`config.mk`:
```
export PLATFORM = sky130hd
export DESIGN_NAME = uart_tx_buffered
export DESIGN_NICKNAME = d
export VERILOG_FILES = /design/src/rtl/uart_pkg.sv /design/src/rtl/uart_tx_fifo.sv /design/src/rtl/uart_tx_buffered.sv
export SDC_FILE = /design/constraint.sdc
export NUM_CORES = 1
export LEC_CHECK = 0
export ABC_AREA = 1
export CORE_ASPECT_RATIO = 1.1
export CORE_MARGIN = 1.5
export CORE_UTILIZATION = 50
export CTS_CLUSTER_DIAMETER = 150
export DETAILED_ROUTE_END_ITERATION = 10
export HOLD_SLACK_MARGIN = 0.1
export PLACE_DENSITY = 0.71
export SYNTH_ARGS = -nofsm -noshare
export SYNTH_HDL_FRONTEND = slang
export SYNTH_SLANG_ARGS = --single-unit
export TNS_END_PERCENT = 10
```
`constraint.sdc`:
```
create_clock -name clk -period 1.6 [get_ports clk]
set_input_delay 0.4 -clock clk [delete_from_list [all_inputs] [get_ports clk]]
set_output_delay 0.4 -clock clk [all_outputs]
set_load 0.02 [all_outputs]
```
`src/rtl/uart_pkg.sv`:
```
// Shared types, constants and helpers for the buffered UART transmitter.
package uart_pkg;

  // Transmit FSM states
  typedef enum logic [2:0] {
    IDLE  = 3'd0,
    START = 3'd1,
    DATA  = 3'd2,
    PAR   = 3'd3,
    STOP  = 3'd4
  } uart_tx_state_t;

  // Parity modes
  localparam int PARITY_NONE = 0;
  localparam int PARITY_ODD  = 1;
  localparam int PARITY_EVEN = 2;

  // Parity bit to transmit for a data byte in the given mode (0 when no parity)
  function automatic logic parity_bit(input logic [7:0] data, input int mode);
    logic result;
    if (mode == PARITY_ODD) begin
      result = ~(^data);
    end else if (mode == PARITY_EVEN) begin
      result = ^data;
    end else begin
      result = 1'b0;
    end
    return result;
  endfunction

endpackage

```
`src/rtl/uart_tx_fifo.sv`:
```
// Synchronous show-ahead byte FIFO. full/empty are registered from the next count.
module uart_tx_fifo import uart_pkg::*; #(
  parameter int FIFO_DEPTH = 16
) (
  input  logic       clk,
  input  logic       reset,
  input  logic [7:0] din,
  input  logic       wr_en,
  input  logic       rd_en,
  output logic [7:0] dout,
  output logic       full,
  output logic       empty
);

  localparam int PTR_W = $clog2(FIFO_DEPTH);
  localparam int CNT_W = PTR_W + 1;

  logic [7:0]       mem_r [FIFO_DEPTH];
  logic [PTR_W-1:0] wr_ptr_r;
  logic [PTR_W-1:0] rd_ptr_r;
  logic [CNT_W-1:0] count_r;
  logic [CNT_W-1:0] count_next_s;
  logic             full_r;
  logic             empty_r;
  logic             wr_acc_s;
  logic             rd_acc_s;

  // Accept/pop qualification and next occupancy
  always_comb begin
    wr_acc_s     = wr_en && !full_r;
    rd_acc_s     = rd_en && !empty_r;
    count_next_s = count_r;
    if (wr_acc_s && !rd_acc_s) begin
      count_next_s = count_r + CNT_W'(1);
    end else if (rd_acc_s && !wr_acc_s) begin
      count_next_s = count_r - CNT_W'(1);
    end else begin
      count_next_s = count_r;
    end
  end

  // Pointers, count and registered status flags
  always_ff @(posedge clk) begin
    if (reset) begin
      wr_ptr_r <= '0;
      rd_ptr_r <= '0;
      count_r  <= '0;
      full_r   <= 1'b0;
      empty_r  <= 1'b1;
    end else begin
      if (wr_acc_s) begin
        wr_ptr_r <= wr_ptr_r + PTR_W'(1);
      end
      if (rd_acc_s) begin
        rd_ptr_r <= rd_ptr_r + PTR_W'(1);
      end
      count_r <= count_next_s;
      full_r  <= (count_next_s == CNT_W'(FIFO_DEPTH));
      empty_r <= (count_next_s == CNT_W'(0));
    end
  end

  // Storage array; contents need no reset since empty gates every read
  always_ff @(posedge clk) begin
    if (wr_acc_s) begin
      mem_r[wr_ptr_r] <= din;
    end
  end

  assign dout  = mem_r[rd_ptr_r];
  assign full  = full_r;
  assign empty = empty_r;

endmodule

```
`src/rtl/uart_tx_buffered.sv`:
```
// Buffered UART transmitter: byte FIFO feeding a start/data/parity/stop serialiser.
module uart_tx_buffered import uart_pkg::*; #(
  parameter int CLK_FREQUENCY = 100_000_000,
  parameter int BAUD_RATE     = 19_200,
  parameter int PARITY        = 0,
  parameter int FIFO_DEPTH    = 16
) (
  input  logic       clk,
  input  logic       reset,
  input  logic [7:0] din,
  input  logic       wr_en,
  output logic       full,
  output logic       empty,
  output logic       busy,
  output logic       overflow,
  output logic       tx_out
);

  localparam int BAUD_DIV = CLK_FREQUENCY / BAUD_RATE;
  // Keep at least one counter bit so a divide-by-one build still elaborates
  localparam int BAUD_W   = (BAUD_DIV > 1) ? $clog2(BAUD_DIV) : 1;
  localparam logic [BAUD_W-1:0] BAUD_LAST = BAUD_W'(BAUD_DIV - 1);
  localparam bit HAS_PARITY = (PARITY != PARITY_NONE);

  uart_tx_state_t    state_r;
  uart_tx_state_t    state_next_s;
  logic [BAUD_W-1:0] baud_cnt_r;
  logic [BAUD_W-1:0] baud_cnt_next_s;
  logic [2:0]        bit_idx_r;
  logic [2:0]        bit_idx_next_s;
  logic [7:0]        shift_r;
  logic [7:0]        shift_next_s;
  logic              par_r;
  logic              par_next_s;
  logic              tx_r;
  logic              tx_next_s;
  logic              busy_r;
  logic              overflow_r;
  logic              baud_tick_s;
  logic              rd_en_s;
  logic [7:0]        fifo_dout_s;
  logic              fifo_full_s;
  logic              fifo_empty_s;

  uart_tx_fifo #(
    .FIFO_DEPTH(FIFO_DEPTH)
  ) u_fifo (
    .clk   (clk),
    .reset (reset),
    .din   (din),
    .wr_en (wr_en),
    .rd_en (rd_en_s),
    .dout  (fifo_dout_s),
    .full  (fifo_full_s),
    .empty (fifo_empty_s)
  );

  // Next-state, datapath updates and next line level
  always_comb begin
    baud_tick_s     = (baud_cnt_r == BAUD_LAST);
    state_next_s    = state_r;
    baud_cnt_next_s = baud_tick_s ? BAUD_W'(0) : (baud_cnt_r + BAUD_W'(1));
    bit_idx_next_s  = bit_idx_r;
    shift_next_s    = shift_r;
    par_next_s      = par_r;
    rd_en_s         = 1'b0;

    case (state_r)
      IDLE: begin
        baud_cnt_next_s = BAUD_W'(0);
        if (!fifo_empty_s) begin
          rd_en_s      = 1'b1;
          shift_next_s = fifo_dout_s;
          par_next_s   = parity_bit(fifo_dout_s, PARITY);
          state_next_s = START;
        end else begin
          state_next_s = IDLE;
        end
      end
      START: begin
        if (baud_tick_s) begin
          state_next_s   = DATA;
          bit_idx_next_s = 3'd0;
        end else begin
          state_next_s = START;
        end
      end
      DATA: begin
        if (baud_tick_s) begin
          if (bit_idx_r == 3'd7) begin
            state_next_s = HAS_PARITY ? PAR : STOP;
          end else begin
            bit_idx_next_s = bit_idx_r + 3'd1;
            shift_next_s   = {1'b0, shift_r[7:1]};
          end
        end else begin
          state_next_s = DATA;
        end
      end
      PAR: begin
        if (baud_tick_s) begin
          state_next_s = STOP;
        end else begin
          state_next_s = PAR;
        end
      end
      STOP: begin
        if (baud_tick_s) begin
          // Chain straight into the next frame when a byte is waiting
          if (!fifo_empty_s) begin
            rd_en_s      = 1'b1;
            shift_next_s = fifo_dout_s;
            par_next_s   = parity_bit(fifo_dout_s, PARITY);
            state_next_s = START;
          end else begin
            state_next_s = IDLE;
          end
        end else begin
          state_next_s = STOP;
        end
      end
      default: begin
        state_next_s    = IDLE;
        baud_cnt_next_s = BAUD_W'(0);
      end
    endcase

    case (state_next_s)
      START:   tx_next_s = 1'b0;
      DATA:    tx_next_s = shift_next_s[0];
      PAR:     tx_next_s = par_next_s;
      default: tx_next_s = 1'b1;
    endcase
  end

  // State, datapath and registered outputs
  always_ff @(posedge clk) begin
    if (reset) begin
      state_r    <= IDLE;
      baud_cnt_r <= BAUD_W'(0);
      bit_idx_r  <= 3'd0;
      shift_r    <= 8'h00;
      par_r      <= 1'b0;
      tx_r       <= 1'b1;
      busy_r     <= 1'b0;
      overflow_r <= 1'b0;
    end else begin
      state_r    <= state_next_s;
      baud_cnt_r <= baud_cnt_next_s;
      bit_idx_r  <= bit_idx_next_s;
      shift_r    <= shift_next_s;
      par_r      <= par_next_s;
      tx_r       <= tx_next_s;
      busy_r     <= (state_next_s != IDLE);
      overflow_r <= overflow_r | (wr_en & fifo_full_s);
    end
  end

  assign full     = fifo_full_s;
  assign empty    = fifo_empty_s;
  assign busy     = busy_r;
  assign overflow = overflow_r;
  assign tx_out   = tx_r;

endmodule
```
# Yosys cells after proc, flatten, opt, wreduce, memory -nomap -nowiden
# Memories as Yosys holds them, arrays and structs flattened. A register that Yosys moved wholly into a read port is not among the register bits.
# Cells that the tools add are included.
# totals
regBits	46
ram_bits	128
out_inout_bits	5
elab_cells	84
mem_count	1
# memory_table
memory	words	word_bits	rd	rd_clocked_by_memory_dff	wr	line	text
u_fifo.mem_r	16	8	1	1	1	uart_tx_fifo.sv:18	logic [7:0] mem_r [FIFO_DEPTH];
# op_classes
addsub	6
eq_ne	14
n_mux	29
bitwise_logic	3
reduce_logical	17
# op_table
operator	count
2-to-1 mux 8 bit	4
case mux 8 bit (3 select lines)	1
2-to-1 mux 3 bit	7
case mux 3 bit (5 select lines)	1
adder 13 x 1 -> 13 bit (second input constant)	1
equality test 13 bit (second input constant)	1
equality test 3 x 2 -> 1 bit (second input constant)	4
2-to-1 mux 5 bit	2
adder 4 x 1 -> 4 bit (second input constant)	2
2-to-1 mux 4 bit	2
!= test 2 bit (second input constant)	4
AND reduction 4 bit	2
2-to-1 mux 1 bit	7
equality test 3 x 1 -> 1 bit (second input constant)	2
equality test 3 bit (second input constant)	2
case mux 3 bit (2 select lines)	1
nonzero test 3 bit	2
adder 5 x 1 -> 5 bit (second input constant)	1
equality test 5 bit (second input constant)	1
zero test 5 bit	1
subtractor 5 x 1 -> 5 bit (second input constant)	1
logical AND 1 bit	4
zero test 1 bit	4
case mux 1 bit (2 select lines)	2
10 further kinds	10

# Depth between registers and ports, before layout
# Gate-level depths: netlist of the first run.
# depth
ltp_word	8
mapped_depth	14
mapped_depth_nobuf	14

# By module
# A second synthesis of the first run with hierarchy kept.
# unflattened
hier_cells	792
area_unflattened_um2	7897.6
# by_module_without_submodules
mod	instances	cells_each	area_per_inst_um2	seq_area_each_um2
uart_tx_fifo	1	553	6227.2	4224.1
uart_tx_buffered	1	239	1670.4	620.6

# Least setup slack after synthesis of the first run
# OpenSTA, ideal clock, no wires.
# synth_timing
path_kind	flip-flop to flip-flop
start	register u_fifo.full_r, in the netlist u_fifo.full
end	memory u_fifo.mem_r[11][0] (enable)
setup_time_ns	0.370
t_arrival_ns	1.333
required_ns	1.230
path_slack_ns	-0.104
stages_incl_launch_ff	6
n_path_buf	0
synth_period_minus_slack_ns	1.704
path_cell_list	dfxtp_1 > nor2_4 > inv_1 > nor2_1 > nand2_1 > nor2_1
# synth_between
elab_chain_len	4
# synth_rtl
element	line	text
from (decl)	uart_tx_fifo.sv:23	logic full_r;
from (signal assigned)	uart_tx_fifo.sv:58	full_r <= (count_next_s == CNT_W'(FIFO_DEPTH));
zero test 1 bit	uart_tx_fifo.sv:30	wr_acc_s = wr_en && !full_r;
logical AND 1 bit	uart_tx_fifo.sv:30	
2-to-1 mux 1 bit	uart_tx_fifo.sv:65	if (wr_acc_s) begin
2-to-1 mux 1 bit (not written as such)	uart_tx_fifo.sv:66	mem_r[wr_ptr_r] <= din;
to (decl)	uart_tx_fifo.sv:18	
# No other way between the ends.

==> impl_metrics.ini, run 1 <==
[setup_path]
path_max_fanout = 6
worstPathCellList = ha_4 -> nand2_4 -> inv_4 -> nand3_4 -> nor2_8 -> nand3_4 -> nand2_4 -> inv_2 -> nor2_4 -> nand3_2 -> o21ai_1 -> a21oi_1
critPathMaxStageDelay_ps = 350
end_kind = flip-flop
crit_type = reg2reg
startpoint_type = flip-flop
cp_slowest_cell = dfxtp_2
arrival_ps = 2070
critPathRequiredTime_ps = 1930

[timing]
tightest_slew_ps = 329
finalHoldViolCount = 0
setup_viol = 30
tns_ps = -2010
finalWorstSetupSlack_ps = -141
whs_ps = 474
fmax_mhz = 574
period_share = 1.09
fin_skew_ps = 7.02
report.final.slew_viol_count = 0
layout_min_cycle_time_ps = 1740
slew_headroom = 0.778
rsz0062_at_grt = true

[power]
power.leakage_nw = 3.58
peakVddDrop_mv = 0.951
power.density_mw_per_mm2 = 1500

[clock_tree]
clk_latency_ps = 440
cts_root_buffer = clkbuf_16
hold_buffers = 0
cts_tree = done
path_clk_slew_ps = 70
clock_path_buffers = 2
htree_num_levels = 4
cts_made_buffers = 17
cts.sinks = 178

[route]
wirelength_um = 18400
drt-initial-drc-count = 519
avgRoutedWirePerCell_um = 17.8
drtPass1Iterations = 5
postRouteAntennaNets = 0
drc = 0
post_drt_via_cell_ratio = 5.59
vias = 5777

[synth]
synthCells = 733
syn_avg_cell_area_um2 = 10.4
yosysTopAreaCellShare = 0.505
synth_area_leader_cell = edfxtp_1
syn_nets = 754
yosysSeqAreaShare = 0.637
ys.flop_type = edfxtp_1
yosys-top-cells-area = edfxtp_1 (51%), dfxtp_1 (13%), nor2_1 (6.8%), o21ai_0 (5.3%), nand2_1 (3.8%)
ys_warn_count = 0
ys_types = 39
synth_edf_count = 128
syn_area_mm2 = 0.00761
ys_ff_latch = 178
synthArstFlopShare = 0

[placement]
dp_hpwl_um = 11900
numPortBuffers = 15
dpl_cell_area_mm2 = 0.00856
dp_slack_ps = -396
gp_congestion = 0.885

[floorplanning]
dieWidth_um = 121
die_h_um = 132
num_io_pins = 16
num_rows = 47
coreArea_mm2 = 0.0149
die_area_mm2 = 0.0160
start_util = 0.509

[finish]
n_fill_cell = 1165
area_delta_synth_final_pct = 26.1
design_area_mm2 = 0.00959
final_core_util = 0.642
drive_gt1_frac = 0.252
fin_nets = 845
insertedDiodeCount = 0

[run_status]
violations = negative setup slack
outcome = finished, violations left

[global_routing]
grt_pass1_vias = 5563
grt_pass1_wl_um = 28000
grt_max_degree = 42
antenna_found_initial = 0
grt_remaining_overflow = 0
grtUsageTotal = 0.230

[min_path]
hold_path.class = reg2reg

[run]
drv_cap = 0
==> Yosys cell counts (2+ instances only) <==
master and number:
o211ai_1 6, nor3_2 2, ha_1 10, nand3_2 2
a21oi_1 34, buf_2 5, nand2_4 2, o21ai_1 4
nor2_2 6, dfxtp_1 50, inv_2 10, o21ai_0 81
o22ai_1 10, nand3_4 4, nand4_1 3, xor2_1 4
inv_1 46, nand3_1 43, buf_4 2, edfxtp_1 128
clkbuf_1 20, nand2_1 78, nor3_1 9, nor2_1 137
o221ai_1 18, nand2_2 5, clkinv_2 2
==> worst max-delay path: cells and delay by family, from the launching register on <==
kind            cells  cell delay, ps
buf+inv             2             160
fa+ha+maj           1             150
compound gates      2             180
flops               1             350
simple gates        7             770
==> power by group <==
group / internal, mW / total (mW) / switching, mW
sequential: 5.30 / 5.57 / 0.278
clock: 2.39 / 4.28 / 1.89
combinational: 1.75 / 4.52 / 2.76
==> registers in the layout, indices dropped and copies added (netlist names), named ones only <==
name,count
par_r,1
overflow,1
u_fifo.mem_r,128
u_fifo.empty,1
shift_r,8
u_fifo.rd_ptr_r,4
u_fifo.full,1
tx_out,1
u_fifo.wr_ptr_r,4
bit_idx_r,3
busy,1
u_fifo.count_r,5
state_r,3
baud_cnt_r,13
==> logic make-up after synthesis <==
logic type                 count (synthesis)  share of synthesized area
buffers and inverters                     87                     0.0454
DFF                                      178                      0.637
and+or+nand+nor                          297                      0.179
adders and majority gates                 10                     0.0164
xor gates and xnor gates                   5                    0.00576
AOI/OAI and AO/OA                        156                      0.117
==> worst paths after layout <==
| check | startpoint | to | slack [ps] | cells after the start |
|---|---|---|---|---|
| min reg2reg | baud_cnt_r[12]$_SDFF_PP0_ | baud_cnt_r[12]$_SDFF_PP0_ | 470 | 2 |
| max | baud_cnt_r[1]$_SDFF_PP0_ | flip-flop | -140 | 12 |
| min | baud_cnt_r[12]$_SDFF_PP0_ | baud_cnt_r[12]$_SDFF_PP0_ | 470 | 2 |
| max reg2reg | baud_cnt_r[1]$_SDFF_PP0_ | flip-flop | -140 | 12 |
==> metal layers <==
| layer | global-route usage | routed length [µm] | vias to the layer above |
|---|---|---|---|
| met5 | 0 | 0 | - |
| met4 | 0.112 | 786 | 0 |
| met3 | 0.0437 | 1090 | 53 |
| met2 | 0.400 | 9350 | 238 |
| met1 | 0.273 | 7130 | 2735 |
| li1 | - | - | 2751 |
==> metrics by stage <==
| stage | cells | power, mW |
|---|---|---|
| 2_1_floorplan | 733 | 8.05 |
| 3_3_place_gp | 987 | 9.46 |
| 3_5_place_dp | 987 | 9.60 |
| 4_1_cts | 1019 | 13.9 |
| 5_1_grt | 1033 | 15.0 |
| 6_report | 1033 | 14.4 |
==> what timing repair did <==
| action | 4_1_cts | 5_1_grt |
|---|---|---|
| buffers inserted | 0 | 12 |
| pin swaps | 0 | 22 |
| resized for setup | 21 | 82 |
| hold endpoints to repair | 0 | 0 |
| setup endpoints to repair | 39 | 136 |
| cloned | 0 | 2 |
==> final cells by class <==
type	count	area [µm²]	share of cell area
sequential	178	4850	0.506
clock inverter	15	189	0.0197
tap	196	245	0.0256
clock buffer	17	425	0.0444
multi-input combinational	468	2650	0.276
inverter	60	238	0.0248
timing repair buffer	99	988	0.103
==> layout by cell type (no fill, tap or decap), types with 12 or more instances in the layout <==
master     netlist  layout
edfxtp_1       128     128
nor2_1         137     127
nand2_1         78      67
o21ai_0         81      64
buf_4            2      63
dfxtp_1         50      46
inv_1           46      43
nand3_1         43      36
a21oi_1         34      29
clkbuf_16        0      19
o21ai_1          4      16
nand2_2          5      15
o221ai_1        18      15
nor2_2           6      12
buf_12           0      12
Note: power is estimated with default switching activity, not from simulation.
==> inputs of run 2 (changes only) <==
Settings changed: CAP_MARGIN from default to 20.
==> results of run 2 <==
Final layout, timing and power as in run 1 (identical DEF).
